**src/rtl/distance_fnd_display.sv**
```systemverilog
// Purpose: distance in cm -> four BCD digits (serial double-dabble) -> 4-digit multiplexed 7-seg drive.
// Latency: valid at edge N -> bcd_digits/bcd_ready at N+17; display follows on each digit's next scan tick.
// Backpressure: none; a valid during a conversion is parked in a one-deep latest-wins pending slot.
//
// Ports:
//   clk, reset (async, active-high)
//   distance[15:0], distance_valid : sampled together on the strobe cycle
//   bcd_digits[15:0], bcd_ready    : {thousands,hundreds,tens,ones}, one-cycle update pulse
//   seg[7:0] {dp,g..a} active-low, an[3:0] active-low digit enables (an[0] = ones)
// Optional feature: define DISTANCE_FND_ZERO_BLANK_EN to blank leading-zero digits.
module distance_fnd_display #(
  parameter int CLK_HZ  = 100_000_000,
  parameter int SCAN_HZ = 1000
) (
  input  logic        clk,
  input  logic        reset,
  input  logic [15:0] distance,
  input  logic        distance_valid,
  output logic [15:0] bcd_digits,
  output logic        bcd_ready,
  output logic [7:0]  seg,
  output logic [3:0]  an
);

  localparam int SCAN_DIV = CLK_HZ / SCAN_HZ;
  localparam int SCW      = (SCAN_DIV > 1) ? $clog2(SCAN_DIV) : 1;
  localparam logic [SCW-1:0] SCAN_LAST = SCW'(SCAN_DIV - 1);

  typedef enum logic [1:0] {IDLE, SHIFT, DONE} state_t;

  state_t         state_q, state_d;
  logic [15:0]    bin_q, bin_d;
  logic [15:0]    bcd_q, bcd_d;
  logic [3:0]     cnt_q, cnt_d;
  logic [15:0]    pend_q, pend_d;
  logic           pend_v_q, pend_v_d;
  logic [15:0]    bcd_digits_q, bcd_digits_d;
  logic           bcd_ready_q, bcd_ready_d;
  logic [SCW-1:0] scan_cnt_q, scan_cnt_d;
  logic [1:0]     idx_q, idx_d;
  logic [3:0]     an_q, an_d;
  logic [7:0]     seg_q, seg_d;

  logic [15:0] dist_clamped;
  logic [15:0] bcd_adj;
  logic [3:0]  digit_sel;
  logic [3:0]  blank;

  // Active-low {g..a} pattern for one decimal digit.
  function automatic logic [6:0] dec7(input logic [3:0] d);
    case (d)
      4'd0:    dec7 = 7'h40;
      4'd1:    dec7 = 7'h79;
      4'd2:    dec7 = 7'h24;
      4'd3:    dec7 = 7'h30;
      4'd4:    dec7 = 7'h19;
      4'd5:    dec7 = 7'h12;
      4'd6:    dec7 = 7'h02;
      4'd7:    dec7 = 7'h78;
      4'd8:    dec7 = 7'h00;
      4'd9:    dec7 = 7'h10;
      default: dec7 = 7'h7F;
    endcase
  endfunction

  assign dist_clamped = (distance > 16'd9999) ? 16'd9999 : distance;

  // Add-3 correction applied before every shift so each nibble stays decimal.
  always_comb begin
    bcd_adj = bcd_q;
    for (int i = 0; i < 4; i++) begin
      if (bcd_q[4*i +: 4] >= 4'd5) bcd_adj[4*i +: 4] = bcd_q[4*i +: 4] + 4'd3;
    end
  end

  always_comb begin
    state_d      = state_q;
    bin_d        = bin_q;
    bcd_d        = bcd_q;
    cnt_d        = cnt_q;
    pend_d       = pend_q;
    pend_v_d     = pend_v_q;
    bcd_digits_d = bcd_digits_q;
    bcd_ready_d  = 1'b0;
    case (state_q)
      IDLE: begin
        if (distance_valid) begin
          bin_d   = dist_clamped;
          bcd_d   = '0;
          cnt_d   = '0;
          state_d = SHIFT;
        end
      end
      SHIFT: begin
        bcd_d = {bcd_adj[14:0], bin_q[15]};
        bin_d = {bin_q[14:0], 1'b0};
        cnt_d = cnt_q + 4'd1;
        if (cnt_q == 4'd15) state_d = DONE;
        if (distance_valid) begin
          pend_d   = dist_clamped;
          pend_v_d = 1'b1;
        end
      end
      DONE: begin
        bcd_digits_d = bcd_q;
        bcd_ready_d  = 1'b1;
        bcd_d        = '0;
        cnt_d        = '0;
        // A same-cycle valid is newer than anything parked, so it wins.
        if (distance_valid) begin
          bin_d    = dist_clamped;
          pend_v_d = 1'b0;
          state_d  = SHIFT;
        end else if (pend_v_q) begin
          bin_d    = pend_q;
          pend_v_d = 1'b0;
          state_d  = SHIFT;
        end else begin
          state_d  = IDLE;
        end
      end
      default: state_d = IDLE;
    endcase
  end

  // Leading-zero mask: a digit blanks only when it and every higher digit are zero.
  always_comb begin
    blank = 4'b0000;
`ifdef DISTANCE_FND_ZERO_BLANK_EN
    blank[3] = (bcd_digits_q[15:12] == 4'd0);
    blank[2] = blank[3] && (bcd_digits_q[11:8] == 4'd0);
    blank[1] = blank[2] && (bcd_digits_q[7:4] == 4'd0);
`endif
  end

  always_comb begin
    scan_cnt_d = (scan_cnt_q == SCAN_LAST) ? '0 : scan_cnt_q + 1'b1;
    idx_d      = idx_q;
    an_d       = an_q;
    seg_d      = seg_q;
    digit_sel  = '0;
    if (scan_cnt_q == SCAN_LAST) begin
      idx_d     = idx_q + 2'd1;
      digit_sel = bcd_digits_q[{idx_d, 2'b00} +: 4];
      an_d      = ~(4'b0001 << idx_d);
      seg_d     = blank[idx_d] ? 8'hFF : {1'b1, dec7(digit_sel)};
    end
  end

  always_ff @(posedge clk or posedge reset) begin
    if (reset) begin
      state_q      <= IDLE;
      bin_q        <= '0;
      bcd_q        <= '0;
      cnt_q        <= '0;
      pend_q       <= '0;
      pend_v_q     <= 1'b0;
      bcd_digits_q <= '0;
      bcd_ready_q  <= 1'b0;
      scan_cnt_q   <= '0;
      idx_q        <= '0;
      an_q         <= 4'hF;
      seg_q        <= 8'hFF;
    end else begin
      state_q      <= state_d;
      bin_q        <= bin_d;
      bcd_q        <= bcd_d;
      cnt_q        <= cnt_d;
      pend_q       <= pend_d;
      pend_v_q     <= pend_v_d;
      bcd_digits_q <= bcd_digits_d;
      bcd_ready_q  <= bcd_ready_d;
      scan_cnt_q   <= scan_cnt_d;
      idx_q        <= idx_d;
      an_q         <= an_d;
      seg_q        <= seg_d;
    end
  end

  assign bcd_digits = bcd_digits_q;
  assign bcd_ready  = bcd_ready_q;
  assign seg        = seg_q;
  assign an         = an_q;

endmodule

```
**config.mk**
```make
export PLATFORM = sky130hd
export DESIGN_NAME = distance_fnd_display
export DESIGN_NICKNAME = d
export VERILOG_FILES = /design/src/rtl/distance_fnd_display.sv
export SDC_FILE = /design/constraint.sdc
export NUM_CORES = 1
export LEC_CHECK = 0
export BUFFER_PORTS_ARGS = -buffer_cell sky130_fd_sc_hd__buf_2
export CAP_MARGIN = 20
export CORE_MARGIN = 4
export CORE_UTILIZATION = 35
export CTS_BUF_LIST = sky130_fd_sc_hd__clkbuf_8
export CTS_CLUSTER_SIZE = 20
export DETAILED_ROUTE_END_ITERATION = 6
export GPL_ROUTABILITY_DRIVEN = 0
export GPL_TIMING_DRIVEN = 0
export PLACE_DENSITY_LB_ADDON = 0.05
export SYNTH_ARGS = -nofsm -noshare
export SYNTH_HDL_FRONTEND = slang
export SYNTH_SLANG_ARGS = --single-unit
```
**constraint.sdc**
```tcl
create_clock -name clk -period 6.91 [get_ports clk]
set_input_delay 0.691 -clock clk [delete_from_list [all_inputs] [get_ports clk]]
set_output_delay 0.691 -clock clk [all_outputs]
set_load 0.01 [all_outputs]
```
==> impl_metrics.yaml, run 1 <==
worst_hold_path:
  hold_path_class: "in2async"
worst_setup_path:
  cp-end-kind: "register"
  reg2reg_depth: 9
  crit_arrival_ps: 3130
  reg2reg_to: "seg[4]"
  path_max_fanout: 8
  crit_required_ps: 7230
  worst_path_largest_cell_delay_ps: 630
  r2r-start: "idx_q[0]"
  start_kind: "register"
  slowest_stage: "mux4_2"
  path_common_cell: "inv_1"
  path_buf_inv: 3
  crit_start: "idx_q[0]"
  worstPathCellList: "inv_1 -> ha_1 -> mux4_2 -> inv_1 -> ha_1 -> inv_1 -> nor2_1 -> mux2i_1 -> mux2_2"
  path_delay_family: "multiplexers"
  endpoint: "seg[4]"
  worst-setup-path-type: "reg2reg"
  regToRegSetupSlack_ps: 4090
  cp.depth: 9
clock_network:
  htreeDepth: 3
  cts_buffer_depth: 2
  path_clk_slew_ps: 100
  cts-resized-gates: 0
  clkSinkCount: 102
  post_cts.repair.setup_buffers: 0
  clock_latency_ps: 380
  cts_hold_buf: 0
  cts_tree: "done"
  cts_root_buf: "clkbuf_8"
  cts_buffers: 9
timing:
  fin_tns_setup_ps: 0
  slew_headroom: 0.429
  fmax_mhz: 355
  worst_pin_slew_ps: 856
  period_needed_ps: 2820
  setup_viol: 0
  period_share: 0.408
  skew_ps: 11.3
  drv_slew: 0
  rsz0062_at_grt: "no"
  hold_viol_final: 0
yosys:
  ys_warn_count: 0
  syn-instance-count: 528
  synth_flop_cell: "dfrtp_1"
  synthArstFlopShare: 1.00
  synth.distinct_cells: 55
  postSynthAreaPerCell_sq_um: 10.0
  syn-cell-area_sq_mm: 0.00529
  syn_nets: 570
  ys_seq_area_frac: 0.485
  synth-edff-count: 0
  ys_ff_latch: 102
cells_and_area:
  area_delta_synth_final_pct: 13.2
  n_antenna_cell: 0
  fin_util: 0.409
  drive_gt1_frac: 0.193
  nets: 628
  postLayoutCellArea_sq_mm: 0.00599
detailed_routing:
  drc: 0
  antenna_left: 0
  dr.pass1.iters: 6
  routedWlPerCell_um: 15.9
  wirelength_um: 12400
  drt_iter0_drc: 160
  vias: 4003
  vias_per_cell: 5.17
global_routing:
  first_global_vias: 3984
  grt_overflow: 0
  grt_max_degree: 67
  antenna_found_initial: 0
  grt.total_usage: 0.156
  grt_pass1_wl_um: 20900
pwr:
  p_per_area_mw_per_mm2: 249
  power.total_uw: 1490
  p_leak_uw: 0.00275
  ir_worst_vdd_mv: 0.141
die:
  die_x_um: 131
  die_y_um: 131
  pin_count: 48
  die-area_sq_mm: 0.0171
  rows: 44
  coreArea_sq_mm: 0.0146
  start_util: 0.361
place:
  hpwl_um: 8810
  place_area_sq_mm: 0.00577
  portBuffers: 46
job:
  drv_cap: 0
outcome:
  outcome: "finished, final reports clean"
-- metrics by stage --
step,instances,hold WS (ps),setup slack (ps)
6_report,775,465,4090
5_1_grt,775,482,3880
4_1_cts,775,469,4050
3_5_place_dp,759,457,4060
3_3_place_gp,758,451,2130
2_1_floorplan,528,441,3560
-- cells in the mapped netlist (4+ instances only) --
cell type  count  share of area
nor2_1        25          0.018
clkbuf_1      19          0.013
nor3_1         5         0.0047
nand2_1       83          0.059
xor2_1        11          0.018
inv_1         26          0.018
nand3_1       23          0.022
dfstp_2       11          0.055
nor4_1         5         0.0059
nor3b_1        4         0.0057
a41oi_1        7          0.012
a22o_1         4         0.0066
ha_1          23          0.054
xnor2_1       11          0.018
mux4_2         4          0.017
and4_1         4         0.0066
a21oi_1        8         0.0076
a32oi_1        6         0.0099
nand4_1        9          0.011
a31oi_1        7         0.0083
buf_2          5         0.0047
mux2i_1       12          0.023
o21ai_0       44          0.042
mux2_2        25          0.053
and2_1         4         0.0047
buf_1          4         0.0028
o22ai_1        7         0.0083
nand2b_1       5         0.0059
o21ai_1        4         0.0038
dfrtp_1       91           0.43
-- cell usage in the layout, fill, tap and decap left out, types with 12 or more instances in the layout --
master / synthesis / routed
o21ai_0: 44 / 44
nand3_1: 23 / 23
mux2_2: 25 / 25
nand2_1: 83 / 83
clkbuf_8: 0 / 12
dfrtp_1: 91 / 91
inv_1: 26 / 25
buf_2: 5 / 51
nor2_1: 25 / 25
mux2i_1: 12 / 12
clkbuf_1: 19 / 19
ha_1: 23 / 23
-- worst register-to-register path: stages (launching register included) --
cell	delay [ps]
dfrtp_1	560
inv_1	120
ha_1	470
mux4_2	630
inv_1	140
ha_1	150
inv_1	40
nor2_1	220
mux2i_1	160
mux2_2	280
-- logic make-up after synthesis --
group | after synthesis | synth area share
AOI/OAI and AO/OA | 102 | 0.125
xor gates and xnor gates | 22 | 0.0364
adders and majority gates | 23 | 0.0544
buffers and inverters | 56 | 0.0430
DFF | 102 | 0.485
muxes | 41 | 0.0929
other | 1 | 0.000709
and+or+nand+nor | 181 | 0.163
-- metal layers --
layer	vias up	part of all wire	global-route usage
li1	1976	-	-
met1	1966	0.50	0.220
met2	53	0.46	0.238
met3	8	0.037	0.0402
met4	0	0.010	0.0417
met5	-	0	0
-- sequential cells by signal (all words and copies together) (netlist names), 2 cells and up --
name and cells:
scan_cnt_q 17, bcd_digits 16, bcd_q 16, bin_q 16, pend_q 16, seg 7, an 4, cnt_q 4
idx_q 2, state_q 2
-- report_power, final --
group | leakage [uW] | total (uW) | switching (uW) | internal [uW]
Sequential | 0.00130 | 709 | 41.8 | 667
Clock | 0.000113 | 415 | 216 | 199
Combinational | 0.00134 | 367 | 243 | 124
Total | 0.00275 | 1490 | 501 | 990
-- worst min path at each step --
stage          slack [ps]       endpoint      start  depth (start not counted)
4_1_cts               470          an[2]      an[2]                          2
3_5_place_dp          460          an[2]      an[2]                          2
3_3_place_gp          450          an[2]      an[2]                          2
5_1_grt               480          an[2]      an[2]                          2
6_report              470  scan_cnt_q[3]      reset                          2
2_1_floorplan         440      pend_q[4]  pend_q[4]                          2
-- layout make-up --
type,instances,area (sq um)
Tap cell,184,230
Fill cell,1466,8650
Timing Repair Buffer,47,250
Clock buffer,12,165
Buffer,30,130
Clock inverter,4,52.6
Inverter,26,100
Sequential cell,102,2570
Multi-Input combinational cell,370,2500
(Power assumes the default switching activity.)
==> inputs of run 2 (changes only) <==
Settings changed: ABC_AREA from default to 1.
Clock period 6.91 ns to 2.7 ns, I/O delays scaled along.
==> impl_metrics.yaml, run 2 <==
timing:
  skew_ps: 11.8
  period_share: 0.807
  fin_tns_setup_ps: 0
  fmax_mhz: 459
  hold_viol_final: 0
  slew_headroom: 0.438
  drv_slew: 0
  period_needed_ps: 2180
  setup_viol: 0
  worst_pin_slew_ps: 841
  setup_slack_ps: 521
  rsz0062_at_grt: "no"
worst_setup_path:
  slowest_stage: "ha_1"
  cp-end-kind: "register"
  path_buf_inv: 3
  crit_arrival_ps: 2500
  path_common_cell: "nand2_1"
  worst-setup-path-type: "reg2reg"
  path_max_fanout: 11
  path_delay_family: "adder cells"
  worstPathCellList: "inv_2 -> ha_1 -> inv_2 -> nand3_1 -> nand2_1 -> inv_1 -> ha_1 -> nand3_1 -> nand3_1 -> nand2_1 -> nand2_1 -> nand2_1"
  start_kind: "register"
  crit_required_ps: 3020
  worst_path_largest_cell_delay_ps: 430
yosys:
  synth.distinct_cells: 38
  ys_seq_area_frac: 0.454
  synth_area_leader_cell: "dfrtp_1"
  netlist_top_cells_count: "nand2_1, dfrtp_1, inv_1"
  yosys-top-cells-area: "dfrtp_1, nand2_1, o21ai_0"
  syn-cell-area_sq_mm: 0.00565
  syn_nets: 770
  synth_top_area_share: 0.403
  ys_ff_latch: 102
  ys_warn_count: 0
  synthArstFlopShare: 1.00
  syn-instance-count: 728
  synth.most_common_cell: "nand2_1"
  postSynthAreaPerCell_sq_um: 7.76
  synth-edff-count: 0
  synth_flop_cell: "dfrtp_1"
place:
  portBuffers: 46
  place_area_sq_mm: 0.00619
  dp_worst_setup_slack_ps: 526
  hpwl_um: 10300
global_routing:
  grt_overflow: 0
  grt_pass1_wl_um: 23500
  antenna_found_initial: 0
  grt.total_usage: 0.160
  grt_max_degree: 39
  first_global_vias: 4714
detailed_routing:
  drc: 0
  dr.pass1.iters: 5
  vias_per_cell: 4.77
  drt_iter0_drc: 266
  antenna_left: 0
  wirelength_um: 14100
  routedWlPerCell_um: 14.0
  vias: 4812
clock_network:
  cts_tree: "done"
  clkSinkCount: 102
  cts_hold_buf: 0
  path_clk_slew_ps: 100
  cts_root_buf: "clkbuf_8"
  cts_buffers: 9
  cts-resized-gates: 0
  post_cts.repair.setup_buffers: 0
  clock_latency_ps: 380
  cts_buffer_depth: 2
  htreeDepth: 3
pwr:
  p_per_area_mw_per_mm2: 726
  ir_worst_vdd_mv: 0.487
  p_leak_uw: 0.00322
  sequentialPowerShare: 0.407
  p_int_uw: 2860
  switching_share: 0.386
  pwr-share-clk: 0.235
  p_comb_frac: 0.358
  p_sw_uw: 1800
cells_and_area:
  drive_gt1_frac: 0.160
  postLayoutCellArea_sq_mm: 0.00641
  layout_common_cells: "nand2_1, dfrtp_1, inv_1"
  n_antenna_cell: 0
  area_delta_synth_final_pct: 13.6
  top_register: "scan_cnt_q"
  mostFrequentLayoutCell: "nand2_1"
  register_area_sq_mm: 0.00257
  fillerInstances: 1666
  multi_input_comb_area_sq_mm: 0.00261
  largest_register_ffs: 17
  nets: 829
worst_hold_path:
  hold_path_class: "in2async"
die:
  die_y_um: 135
  start_util: 0.357
  pin_count: 48
  rows: 46
  die_x_um: 135
  coreArea_sq_mm: 0.0158
  die-area_sq_mm: 0.0182
job:
  drv_cap: 0
outcome:
  outcome: "finished, final reports clean"
==> run 2: cell types whose count changed after synthesis, sizes merged, moves of 6 or more <==
cell and change:
a32oi -6, a41oi -7, inv +60, xnor2 -11
buf +7, nor3 +7, a31oi +7, o21ai +36
nand3 +20, nand2 +156, clkbuf -11, mux2i -11
nor2 +18, mux2 -25
==> run 2: worst register-to-register path: cells and delay by family, from the launching register on <==
family / cells / cell delay, ps
adder cells (fa/ha/maj): 2 / 720
buffers and inverters: 3 / 370
flip-flops: 1 / 420
AND/OR/NAND/NOR: 7 / 620
==> run 2: logic make-up (layout without fill, tap and decap cells) <==
kind of cell,after synthesis,after routing,share of synthesized area
buf+inv,113,177,0.0844
flops,102,102,0.454
mux,1,1,0.00177
fa+ha+maj,23,23,0.0510
xor+xnor,13,13,0.0202
simple gates,355,355,0.275
compound gates,120,120,0.113
other cells,1,1,0.000664
==> run 2: stage by stage <==
| step | total power, uW | cells | hold WS [ps] | utilization |
|---|---|---|---|---|
| 2_1_floorplan | 3110 | 728 | 415 | - |
| 6_report | 4660 | 1008 | 44.2 | 0.405 |
| 3_3_place_gp | 3560 | 990 | 446 | 0.389 |
| 4_1_cts | 4720 | 1008 | 54.8 | 0.405 |
| 5_1_grt | 5030 | 1008 | 82.2 | 0.405 |
| 3_5_place_dp | 3590 | 992 | 456 | 0.391 |
==> run 2: final cells by class <==
type                            instances  share of cell area
Buffer                                 26              0.0232
Sequential cell                       102               0.400
Tap cell                              216              0.0421
Multi-Input combinational cell        513               0.406
Timing Repair Buffer                   48              0.0421
Clock inverter                          6              0.0133
Inverter                               87              0.0517
Clock buffer                           10              0.0215
==> run 2: layer usage <==
layer / vias to the layer above / part of all wire / wire length (um) / track usage
met5: - / 0 / 0 / 0
met3: 10 / 0.037 / 520 / 0.0387
met4: 0 / 0.0087 / 123 / 0.0308
li1: 2446 / - / - / -
met1: 2269 / 0.48 / 6720 / 0.213
met2: 87 / 0.48 / 6770 / 0.270
==> run 2: path summary, 6_finish.rpt <==
check	from	to	slack, ps	cells after the start
min in group clk	distance[3]	pend_q[3]	130	3
worst max register to register	idx_q[0]	seg[3]	520	12
max in group asynchronous	reset	seg[1]	1930	3
worst max-delay path	idx_q[0]	seg[3]	520	12
worst min-delay path	reset	bcd_digits[5]	40	2
worst min register to register	scan_cnt_q[0]	scan_cnt_q[0]	470	1
==> run 2: power groups by stage <==
| stage | Clock [uW] | Combinational [uW] | Sequential, uW |
|---|---|---|---|
| final | 1100 | 1670 | 1900 |
| after global routing | 1210 | 1900 | 1930 |
| after CTS | 1140 | 1680 | 1890 |
| after detailed placement | 0 | 1670 | 1920 |
| after global placement | 0 | 1640 | 1920 |
| after floorplan | 0 | 1210 | 1890 |
==> inputs of run 3 (changes only) <==
Settings changed: ABC_AREA 1 to 0.
Clock period 2.7 ns to 2.1 ns, I/O delays scaled along.
==> impl_metrics.yaml, run 3 (synthesized netlist as in run 1, its figures left out) <==
outcome:
  outcome: "finished, violations left"
  violations: "negative setup slack"
cells_and_area:
  n_antenna_cell: 0
  drive_gt1_frac: 0.269
  fin_util: 0.434
  mostFrequentLayoutCell: "dfrtp_1"
  layout_common_cells: "dfrtp_1, nand2_1, buf_2"
  largest_register_ffs: 17
  nets: 650
  area_delta_synth_final_pct: 20.2
  top_register: "scan_cnt_q"
  fillerInstances: 1470
  finalNonFillerCells: 797
detailed_routing:
  routedWlPerCell_um: 16.1
  drc: 0
  antenna_left: 0
  drt_iter0_drc: 191
  vias_per_cell: 5.19
  dr.pass1.iters: 4
  vias: 4136
  wirelength_um: 12900
timing:
  hold_viol_final: 0
  drv_slew: 0
  skew_ps: 10.2
  period_needed_ps: 2190
  setup_slack_ps: -93.3
  slew_headroom: 0.573
  rsz0062_at_grt: "yes"
  setup_viol: 6
  worst_pin_slew_ps: 641
  fmax_mhz: 456
  period_share: 1.04
clock_network:
  clkSinkCount: 102
  path_clk_slew_ps: 100
  cts_tree: "done"
  clock_latency_ps: 380
  htreeDepth: 3
  cts_buffer_depth: 2
  cts_buffers: 9
  cts_root_buf: "clkbuf_8"
pwr:
  ir_worst_vdd_mv: 0.383
  p_per_area_mw_per_mm2: 815
  p_leak_uw: 0.00293
place:
  hpwl_um: 9080
  dp_worst_setup_slack_ps: -467
  portBuffers: 46
  placed_cells_incl_taps: 761
worst_setup_path:
  worstPathCellList: "inv_2 -> ha_4 -> mux4_2 -> inv_4 -> ha_4 -> inv_2 -> mux2i_1 -> mux2i_2 -> mux2_4"
  reg2reg_to: "seg[4]"
  r2r-start: "idx_q[1]"
  path_max_fanout: 5
  crit_arrival_ps: 2510
  slowest_stage: "mux4_2"
  worst-setup-path-type: "reg2reg"
  reg2reg_depth: 9
  regToRegSetupSlack_ps: -90
  worst_path_largest_cell_delay_ps: 580
  crit_required_ps: 2410
  start_kind: "register"
  cp-end-kind: "register"
global_routing:
  grt_use_met1: 0.216
  grtUsageMet3: 0.0415
  grt_max_degree: 35
  use_met2: 0.259
  busiest_layer: "met2"
  antenna_found_initial: 0
  grt_overflow: 0
  grt_pass1_wl_um: 21500
  first_global_vias: 4099
  grt.total_usage: 0.160
worst_hold_path:
  hold_path_end: "pend_q[7]"
  min_from: "distance[7]"
  hold_depth: 3
  hold_path_class: "in2reg"
die:
  start_util: 0.361
  die-area_sq_mm: 0.0171
  die_y_um: 131
  die_x_um: 131
  pin_count: 48
  rows: 44
  coreArea_sq_mm: 0.0146
job:
  drv_cap: 0
[run 3: changes by cell type in the layout (fill, tap and decap cells not counted), sizes merged, moves of 7 or more]
cell / delta
xnor2: +11
mux2i: +11
nor2: -18
nor3: -7
buf: +15
nand2: -156
a31oi: -7
nand3: -20
inv: -61
clkbuf: +9
a41oi: +7
o21ai: -36
mux2: +25
[run 3: worst max-delay path by stage]
stage,from,cells past startpoint,slack [ps],endpoint
after floorplan,idx_q[0],9,-40,seg[4]
after global placement,state_q[0],8,-470,bin_q[1]
after detailed placement,state_q[0],9,-470,bin_q[6]
after CTS,idx_q[0],9,-80,seg[4]
after global routing,idx_q[1],9,-200,seg[4]
final,idx_q[1],9,-90,seg[4]
[run 3: per-layer routing]
| metal | up-vias | wire, um |
|---|---|---|
| met4 | 0 | 151 |
| met1 | 2042 | 6120 |
| met2 | 61 | 6110 |
| met3 | 11 | 479 |
| met5 | - | 0 |
| li1 | 2022 | - |
[run 3: layout make-up]
class	instances	area [sq um]	share of cell area
buffer	28	148	0.0232
clock buffer	10	138	0.0216
clock inverter	6	118	0.0185
inverter	26	104	0.0163
multi-input combinational	370	2590	0.407
sequential	102	2570	0.404
tap	184	230	0.0362
timing repair buffer	71	465	0.0732
[run 3: what timing repair did]
item,in CTS,in global routing
hold buffers,1,0
gates resized for setup,19,21
setup endpoints to repair,34,52
gates cloned,0,0
pin swaps,4,3
buffers inserted,13,8
hold endpoints to repair,8,0
[run 3: where the power goes]
group,switching [uW],leakage [uW],total (uW),internal [uW]
Clock,724,0.000125,1560,834
Combinational,815,0.00151,1290,480
Sequential,136,0.00129,2330,2200
[run 3: critical path, delay by kind of cell (launching register included)]
kind,cells,cell delay (ps)
flip-flops,1,380
buffers and inverters,3,200
multiplexers,4,1110
adder cells (fa/ha/maj),2,430
[run 3: through the flow]
stage | cell area [sq um] | hold WS, ps | power (uW) | TNS [ps]
after detailed placement | 5860 | 247 | 3600 | -7700
after CTS | 6270 | 43.8 | 5220 | -263
after global placement | 5800 | 453 | 3570 | -20070
after global routing | 6360 | 42.1 | 5570 | -758
final | 6360 | 75.0 | 5180 | -259
after floorplan | 5340 | 340 | 3220 | -78.9
